`src/rtl/gumnut_bus_pkg.sv`:
```
// Shared Gumnut bus definitions: bus widths, wait-state limit and the state
// encodings used by the data responder and the control unit.
package gumnut_bus_pkg;

    localparam int GUMNUT_ADDR_W = 8;
    localparam int GUMNUT_DATA_W = 8;
    localparam int MAX_WAIT      = 15;
    localparam int WAIT_CNT_W    = 4;

    typedef enum logic [1:0] {
        IDLE,
        WAIT,
        ACK
    } resp_state_t;

    // Control unit sequencing states, kept here so both bus ends agree on them.
    typedef enum logic [2:0] {
        CU_FETCH,
        CU_DECODE,
        CU_EXECUTE,
        CU_MEM,
        CU_MEM_WAIT,
        CU_WRITE_BACK,
        CU_INT
    } cu_state_t;

    function automatic logic addr_below(input int unsigned addr, input int unsigned depth);
        return (addr < depth);
    endfunction

endpackage

```
`src/rtl/gumnut_data_responder_if.sv`:
```
// Gumnut data bus: single-beat cyc/stb/ack transfer between the control unit
// (master) and a data-memory responder (slave).
interface gumnut_data_responder_if
    import gumnut_bus_pkg::*;
#(
    parameter int ADDR_W = GUMNUT_ADDR_W,
    parameter int DATA_W = GUMNUT_DATA_W
);
    logic              data_cyc_i;
    logic              data_stb_i;
    logic              data_we_i;
    logic [ADDR_W-1:0] data_adr_i;
    logic [DATA_W-1:0] data_dat_i;
    logic [DATA_W-1:0] data_dat_o;
    logic              data_ack_o;

    modport master (
        output data_cyc_i,
        output data_stb_i,
        output data_we_i,
        output data_adr_i,
        output data_dat_i,
        input  data_dat_o,
        input  data_ack_o
    );

    modport slave (
        input  data_cyc_i,
        input  data_stb_i,
        input  data_we_i,
        input  data_adr_i,
        input  data_dat_i,
        output data_dat_o,
        output data_ack_o
    );
endinterface

```
`src/rtl/gumnut_dmem_array.sv`:
```
// Byte-wide data memory with synchronous write and a registered read port;
// addresses at or beyond DEPTH drop stores and read back as zero.
module gumnut_dmem_array
    import gumnut_bus_pkg::*;
#(
    parameter int ADDR_W = GUMNUT_ADDR_W,
    parameter int DATA_W = GUMNUT_DATA_W,
    parameter int DEPTH  = 256
) (
    input  logic              clk,
    input  logic              rst_n,
    input  logic              wr_en,
    input  logic              rd_en,
    input  logic [ADDR_W-1:0] addr,
    input  logic [DATA_W-1:0] wr_data,
    output logic [DATA_W-1:0] rd_data
);
    localparam int IDX_W = (DEPTH > 1) ? $clog2(DEPTH) : 1;

    if (DEPTH < 2 || DEPTH > (2 ** ADDR_W)) begin : g_depth_check
        $error("DEPTH %0d must be in 2..2**ADDR_W", DEPTH);
    end

    logic [DATA_W-1:0] mem_reg [DEPTH];
    logic [DATA_W-1:0] rd_word;
    logic [DATA_W-1:0] rd_data_reg;
    logic [DATA_W-1:0] rd_data_next;
    logic [IDX_W-1:0]  idx;
    logic              in_range;

    assign in_range = addr_below(32'(addr), 32'(DEPTH));
    assign idx      = addr[IDX_W-1:0];
    assign rd_word  = mem_reg[idx];

    // Out-of-range reads are forced to zero bit by bit before the output register.
    for (genvar gi = 0; gi < DATA_W; gi++) begin : g_rd_mask
        assign rd_data_next[gi] = in_range & rd_word[gi];
    end

    // Storage is deliberately unreset so it maps onto block RAM.
    always_ff @(posedge clk) begin
        if (wr_en && in_range) begin
            mem_reg[idx] <= wr_data;
        end
    end

    always_ff @(posedge clk or negedge rst_n) begin
        if (!rst_n) begin
            rd_data_reg <= '0;
        end else if (rd_en) begin
            rd_data_reg <= rd_data_next;
        end
    end

    assign rd_data = rd_data_reg;

endmodule

```
`src/rtl/gumnut_data_responder.sv`:
```
// Gumnut data-bus responder: accepts a request, waits WAIT_CYCLES, commits the
// load or store to local memory and pulses ack for one cycle.
module gumnut_data_responder
    import gumnut_bus_pkg::*;
#(
    parameter int ADDR_W      = GUMNUT_ADDR_W,
    parameter int DATA_W      = GUMNUT_DATA_W,
    parameter int DEPTH       = 256,
    parameter int WAIT_CYCLES = 1
) (
    input  logic                   clk,
    input  logic                   rst_n,
    gumnut_data_responder_if.slave bus
);
    if (WAIT_CYCLES < 0 || WAIT_CYCLES > MAX_WAIT) begin : g_wait_check
        $error("WAIT_CYCLES %0d outside 0..%0d", WAIT_CYCLES, MAX_WAIT);
    end

    localparam logic [WAIT_CNT_W-1:0] WAIT_LOAD = WAIT_CNT_W'(WAIT_CYCLES);
    localparam logic                  NO_WAIT   = (WAIT_CYCLES == 0);

    resp_state_t           state_reg;
    logic [WAIT_CNT_W-1:0] cnt_reg;
    logic [ADDR_W-1:0]     adr_reg;
    logic                  we_reg;
    logic [DATA_W-1:0]     dat_reg;
    logic                  ack_reg;

    logic                  accept;
    logic                  commit;
    logic                  commit_we;
    logic [ADDR_W-1:0]     commit_adr;
    logic [DATA_W-1:0]     commit_dat;
    logic [WAIT_CNT_W-1:0] cnt_dec;

    // With zero wait states the commit happens on the accepting edge, so the
    // memory must see the live bus fields instead of the latched copies.
    always_comb begin
        accept     = (state_reg == IDLE) && bus.data_cyc_i && bus.data_stb_i;
        commit     = (accept && NO_WAIT) ||
                     ((state_reg == WAIT) && bus.data_cyc_i && (cnt_reg == 4'd1));
        commit_we  = (state_reg == IDLE) ? bus.data_we_i  : we_reg;
        commit_adr = (state_reg == IDLE) ? bus.data_adr_i : adr_reg;
        commit_dat = (state_reg == IDLE) ? bus.data_dat_i : dat_reg;
        cnt_dec    = (cnt_reg != '0) ? (cnt_reg - 4'd1) : '0;
    end

    always_ff @(posedge clk or negedge rst_n) begin
        if (!rst_n) begin
            state_reg <= IDLE;
            cnt_reg   <= '0;
            adr_reg   <= '0;
            we_reg    <= 1'b0;
            dat_reg   <= '0;
            ack_reg   <= 1'b0;
        end else begin
            ack_reg <= 1'b0;
            case (state_reg)
                IDLE: begin
                    if (accept) begin
                        adr_reg <= bus.data_adr_i;
                        we_reg  <= bus.data_we_i;
                        dat_reg <= bus.data_dat_i;
                        cnt_reg <= WAIT_LOAD;
                        if (commit) begin
                            state_reg <= ACK;
                            ack_reg   <= 1'b1;
                        end else begin
                            state_reg <= WAIT;
                        end
                    end
                end
                WAIT: begin
                    cnt_reg <= cnt_dec;
                    // Losing cyc cancels the request even on the final wait cycle.
                    if (!bus.data_cyc_i) begin
                        state_reg <= IDLE;
                    end else if (commit) begin
                        state_reg <= ACK;
                        ack_reg   <= 1'b1;
                    end
                end
                ACK: begin
                    state_reg <= IDLE;
                end
                default: begin
                    state_reg <= IDLE;
                end
            endcase
        end
    end

    gumnut_dmem_array #(
        .ADDR_W (ADDR_W),
        .DATA_W (DATA_W),
        .DEPTH  (DEPTH)
    ) u_dmem (
        .clk     (clk),
        .rst_n   (rst_n),
        .wr_en   (commit && commit_we),
        .rd_en   (commit && !commit_we),
        .addr    (commit_adr),
        .wr_data (commit_dat),
        .rd_data (bus.data_dat_o)
    );

    assign bus.data_ack_o = ack_reg;

endmodule

```
`src/flat_wrapper.sv`:
```
// flat-port wrapper written by rule: the top's interface ports become plain ports
module gumnut_data_responder_flat import gumnut_bus_pkg::*;
#(
    parameter int ADDR_W      = GUMNUT_ADDR_W,
    parameter int DATA_W      = GUMNUT_DATA_W,
    parameter int DEPTH       = 256,
    parameter int WAIT_CYCLES = 1
)
  (clk, rst_n, bus_data_cyc_i, bus_data_stb_i, bus_data_we_i, bus_data_adr_i, bus_data_dat_i, bus_data_dat_o, bus_data_ack_o);
  gumnut_data_responder_if #(.ADDR_W(ADDR_W), .DATA_W(DATA_W)) bus_i ();
  input  logic clk;
  input  logic rst_n;
  input wire logic [$bits(bus_i.data_cyc_i)-1:0] bus_data_cyc_i;
  input wire logic [$bits(bus_i.data_stb_i)-1:0] bus_data_stb_i;
  input wire logic [$bits(bus_i.data_we_i)-1:0] bus_data_we_i;
  input wire logic [$bits(bus_i.data_adr_i)-1:0] bus_data_adr_i;
  input wire logic [$bits(bus_i.data_dat_i)-1:0] bus_data_dat_i;
  output wire logic [$bits(bus_i.data_dat_o)-1:0] bus_data_dat_o;
  output wire logic [$bits(bus_i.data_ack_o)-1:0] bus_data_ack_o;
  assign bus_i.data_cyc_i = bus_data_cyc_i;
  assign bus_i.data_stb_i = bus_data_stb_i;
  assign bus_i.data_we_i = bus_data_we_i;
  assign bus_i.data_adr_i = bus_data_adr_i;
  assign bus_i.data_dat_i = bus_data_dat_i;
  assign bus_data_dat_o = bus_i.data_dat_o;
  assign bus_data_ack_o = bus_i.data_ack_o;
  gumnut_data_responder #(.ADDR_W(ADDR_W), .DATA_W(DATA_W), .DEPTH(DEPTH), .WAIT_CYCLES(WAIT_CYCLES)) u_core (.clk(clk), .rst_n(rst_n), .bus(bus_i));
endmodule
```
`config.mk`:
```
export PLATFORM = sky130hd
export DESIGN_NAME = gumnut_data_responder_flat
export DESIGN_NICKNAME = d
export VERILOG_FILES = /design/src/rtl/gumnut_bus_pkg.sv /design/src/rtl/gumnut_data_responder_if.sv /design/src/rtl/gumnut_dmem_array.sv /design/src/rtl/gumnut_data_responder.sv /design/src/flat_wrapper.sv
export SDC_FILE = /design/constraint.sdc
export NUM_CORES = 2
export LEC_CHECK = 0
export ABC_AREA = 1
export ABC_CLOCK_PERIOD_IN_PS = 14100
export BUFFER_PORTS_ARGS = -buffer_cell sky130_fd_sc_hd__buf_2
export CAP_MARGIN = 30
export CORE_ASPECT_RATIO = 1.25
export CORE_MARGIN = 3
export CORE_UTILIZATION = 49
export DETAILED_ROUTE_END_ITERATION = 16
export HOLD_SLACK_MARGIN = 0.1
export PLACE_DENSITY_LB_ADDON = 0.2
export SETUP_SLACK_MARGIN = 0.5
export SYNTH_ARGS = -nofsm -noshare
export SYNTH_HDL_FRONTEND = slang
export SYNTH_SLANG_ARGS = --single-unit
```
`constraint.sdc`:
```
create_clock -name clk -period 14.1 [get_ports clk]
set_input_delay 0.705 -clock clk [delete_from_list [all_inputs] [get_ports clk]]
set_output_delay 0.705 -clock clk [all_outputs]
set_load 0.05 [all_outputs]
```
==> summary.txt <==
Cells and area
  • Layout cells sized above 1: around 5.5%
  • Area growth, synth to finish: 9.93%
  • Layout Cells excl Fill: around 11000
  • Fillers: between 15000 and 20000
  • Layout Nets: just over 8000
  • Post-route cell area: around 96000 µm²
  • Core Util, Final: 54.3%
  • Max FFs per register: 2048

Global route
  • Grt ovf: 0
  • Largest net degree at the start of global routing: 184
  • Tot GR Track Use: between 20% and 30%
  • Vias in the first global route: around 57000
  • Initial antenna violation count: 2
  • First-pass GRT wire length: 365000 µm

Die
  • Die Y-Extent: approximately 480 µm
  • DIE AREA: ~180000 µm²
  • Row cnt: 172
  • Boundary Pins: 30
  • Initial cell density of the core: roughly half
  • Die X: between 300 and 400 µm
  • Floorplan core area: 176000 µm²

Clock network
  • Num CTS Buffers: between 150 and 200
  • Setup Fix Bufs, Post-CTS: 0
  • Post-CTS sizing: 0
  • Maximum clock path buffer count: 3
  • H-tree lvl count: 4
  • Clock Latency Late Sink: ~0.84 ns
  • CTS Sinks: approximately 2100
  • Clock transition at the registers of the reported paths: roughly 0.070 ns
  • Root Driver: clkbuf_16
  • TritonCTS clock tree: yes

Pwr
  • Peak VDD IR: 0.298 mV
  • Lkg Pwr: ~38 nW
  • Switching power: roughly 6.5 mW
  • Int Pwr: 11.4 mW
  • Sequential share of power: 41.6%
  • Pwr per Cell Area: between 150 and 200 nW/µm²
  • Combinational power share: between 20% and 30%
  • Clock network fraction of total power: 28.6%
  • Switching Fraction: between 30% and 40%
  • Power, Total: 17.8 mW

Yosys
  • Syn_area_per_cell: slightly above 10 µm²
  • YS warnings: 0
  • Synth unique cells: 24
  • Number of synthesized register bits: roughly 2100
  • Synthesized area: roughly 87000 µm²
  • Sequential element share of the synthesized area: between 70% and 80%
  • Mapped Cells: between 8000 and 9000
  • Syn nets: between 8000 and 9000

Timing
  • Final WS setup: 8.36 ns
  • Final period utilization: roughly 41%
  • Setup TNS: 0 ns
  • Hold Slack: 0.153 ns
  • Fin. Hold Viols: 0
  • Setup-failing EPs final: 0
  • RSZ-0062 raised after global routing: no
  • Slew HR: less than 1%
  • Final min period: approximately 5.7 ns
  • Slew Limit Fails: 0
  • Fmax: about 170 MHz
  • Worst-margin pin slew: around 1.5 ns
  • Clock skew: between 0.03 and 0.04 ns

Setup path
  • CP endpoint kind: flop
  • WS Path Type: reg2reg
  • Worst setup startpoint: u_core.state_reg[1]$_DFFE_PN0P_
  • Required @ worst endpoint: between 10 and 15 ns
  • Flop-to-flop setup slack: about 8.4 ns
  • FF-to-FF End: u_core.u_dmem.rd_data[4]$_DFFE_PN0P_
  • CP max FO: around 100
  • Critical Path Sink: u_core.u_dmem.rd_data[4]$_DFFE_PN0P_
  • Crit start category: flop
  • FF-to-FF Start: u_core.state_reg[1]$_DFFE_PN0P_
  • R2r worst-path depth: 21
  • Worst EP arrival: around 6.5 ns

Placed design
  • Count of input and output buffers: 29
  • DP Worst Slack: 8.46 ns
  • Cells after DPL: 10400
  • Routability Congestion: about 0.87
  • DP Area: slightly below 90000 µm²
  • Detailed placement HPWL: about 130000 µm

Min path
  • Hold path cells: 3
  • Min-Delay Path Class: in2reg

Routing
  • Post-DR vias/cell: 5.50
  • Routed length per placed instance: 22.7 µm
  • TritonRoute pass-1 iters: 6
  • Wirelength, routed: about 240000 µm
  • Post-route ant nets: 0
  • Via count: roughly 59000
  • DRC violations left: 0
  • 1st-iter DRT viols: ~6300

Outcome
  • Status: completed

Flow run
  • MaxCap Viol Count: 0
[how the worst min path moves through the flow]
stage / from / to / slack [ns]
6_report: bus_data_cyc_i / u_core.state_reg[0]$_DFFE_PN0P_ / 0.15
3_5_place_dp: u_core.adr_reg[7]$_DFFE_PN0P_ / u_core.adr_reg[7]$_DFFE_PN0P_ / 0.48
3_3_place_gp: u_core.dat_reg[7]$_DFFE_PN0P_ / u_core.dat_reg[7]$_DFFE_PN0P_ / 0.47
4_1_cts: bus_data_cyc_i / u_core.state_reg[0]$_DFFE_PN0P_ / 0.12
2_1_floorplan: rst_n / u_core.adr_reg[0]$_DFFE_PN0P_ / 0.41
5_1_grt: bus_data_adr_i[4] / u_core.adr_reg[4]$_DFFE_PN0P_ / 0.16
[cell usage after synthesis, drive strengths merged]
master / count / area (µm²)
nand2: 4692 / 17600
edfxtp: 2048 / 61500
nor2: 618 / 2350
nand3: 432 / 2160
buf: 250 / 1250
clkbuf: 200 / 751
inv: 49 / 184
o21ai: 49 / 257
dfrtp: 32 / 801
a21oi: 8 / 40.0
a21boi: 1 / 7.51
and2: 1 / 6.26
nor3: 1 / 10.0
o22ai: 1 / 6.26
[power by group through the flow]
stage	clock [mW]	combinational [mW]	sequential [mW]
final	5.11	5.31	7.43
after global routing	5.40	5.77	7.43
after CTS	5.16	5.25	7.43
after detailed placement	0	5.24	7.56
after global placement	0	5.19	7.56
after floorplan	0	3.17	8.04
[repair_timing]
item | 4_1_cts | 5_1_grt
setup endpoints to repair | 0 | 0
hold buffers | 1 | 0
endpoints found under the hold margin | 32 | 0
[layer usage]
metal  up-vias  routed length, µm  track usage (%)
li1      27300                  -                -
met4         2               9740             10.4
met3       463              19800             3.57
met2      2592             117000             43.4
met1     29000              97900             36.1
met5         -                 13                0
[worst max-delay path: stages, from the launching register on]
cell and delay, ns:
dfrtp_1 0.44, inv_2 0.05, nand2_2 0.52, nand2_8 0.35, nand2_8 0.58, buf_4 0.74, buf_4 0.80, buf_4 0.71
nand2_1 0.13, nand2_1 0.09, nand2_1 0.05, nand2_1 0.11, nand2_1 0.06, nand2_1 0.19, nor2_1 0.06, nor2_1 0.11
nor2_1 0.05, nand2_1 0.12, nand2_1 0.08, nand3_1 0.09, nor2_1 0.05, nor2_1 0.11
[final cells by class]
class                      count  area, µm²  area share [%]
antenna                        1       2.50         0.00262
clock buffer                 251       5230            5.47
clock inverter               113        872           0.912
inverter                      49        191           0.200
multi-input combinational   5803      22700            23.8
sequential                  2080      62300            65.2
tap                         2349       2940            3.07
timing repair buffer         142       1340            1.40
[cell usage in the layout, fill, tap and decap left out, types with 6 or more instances in the layout]
master / instances
nand2_1: 4685
edfxtp_1: 2048
nor2_1: 607
nand3_1: 420
clkbuf_16: 200
buf_4: 86
clkbuf_1: 48
clkinv_1: 45
inv_1: 39
clkinv_2: 38
dfrtp_1: 32
buf_2: 29
o21ai_0: 24
buf_12: 16
o21ai_1: 14
nand3_2: 12
bufinv_16: 11
inv_2: 9
o21ai_4: 9
a21oi_1: 8
inv_6: 8
nor2_4: 7
clkinvlp_4: 7
buf_16: 6
[kinds of logic after synthesis]
family | after synthesis | synth area share, %
buffers and inverters | 499 | 2.52
flip-flops | 2080 | 71.6
AO/OA/AOI/OAI | 59 | 0.357
AND/OR/NAND/NOR | 5744 | 25.5
Power figures use the tool's default switching activity.
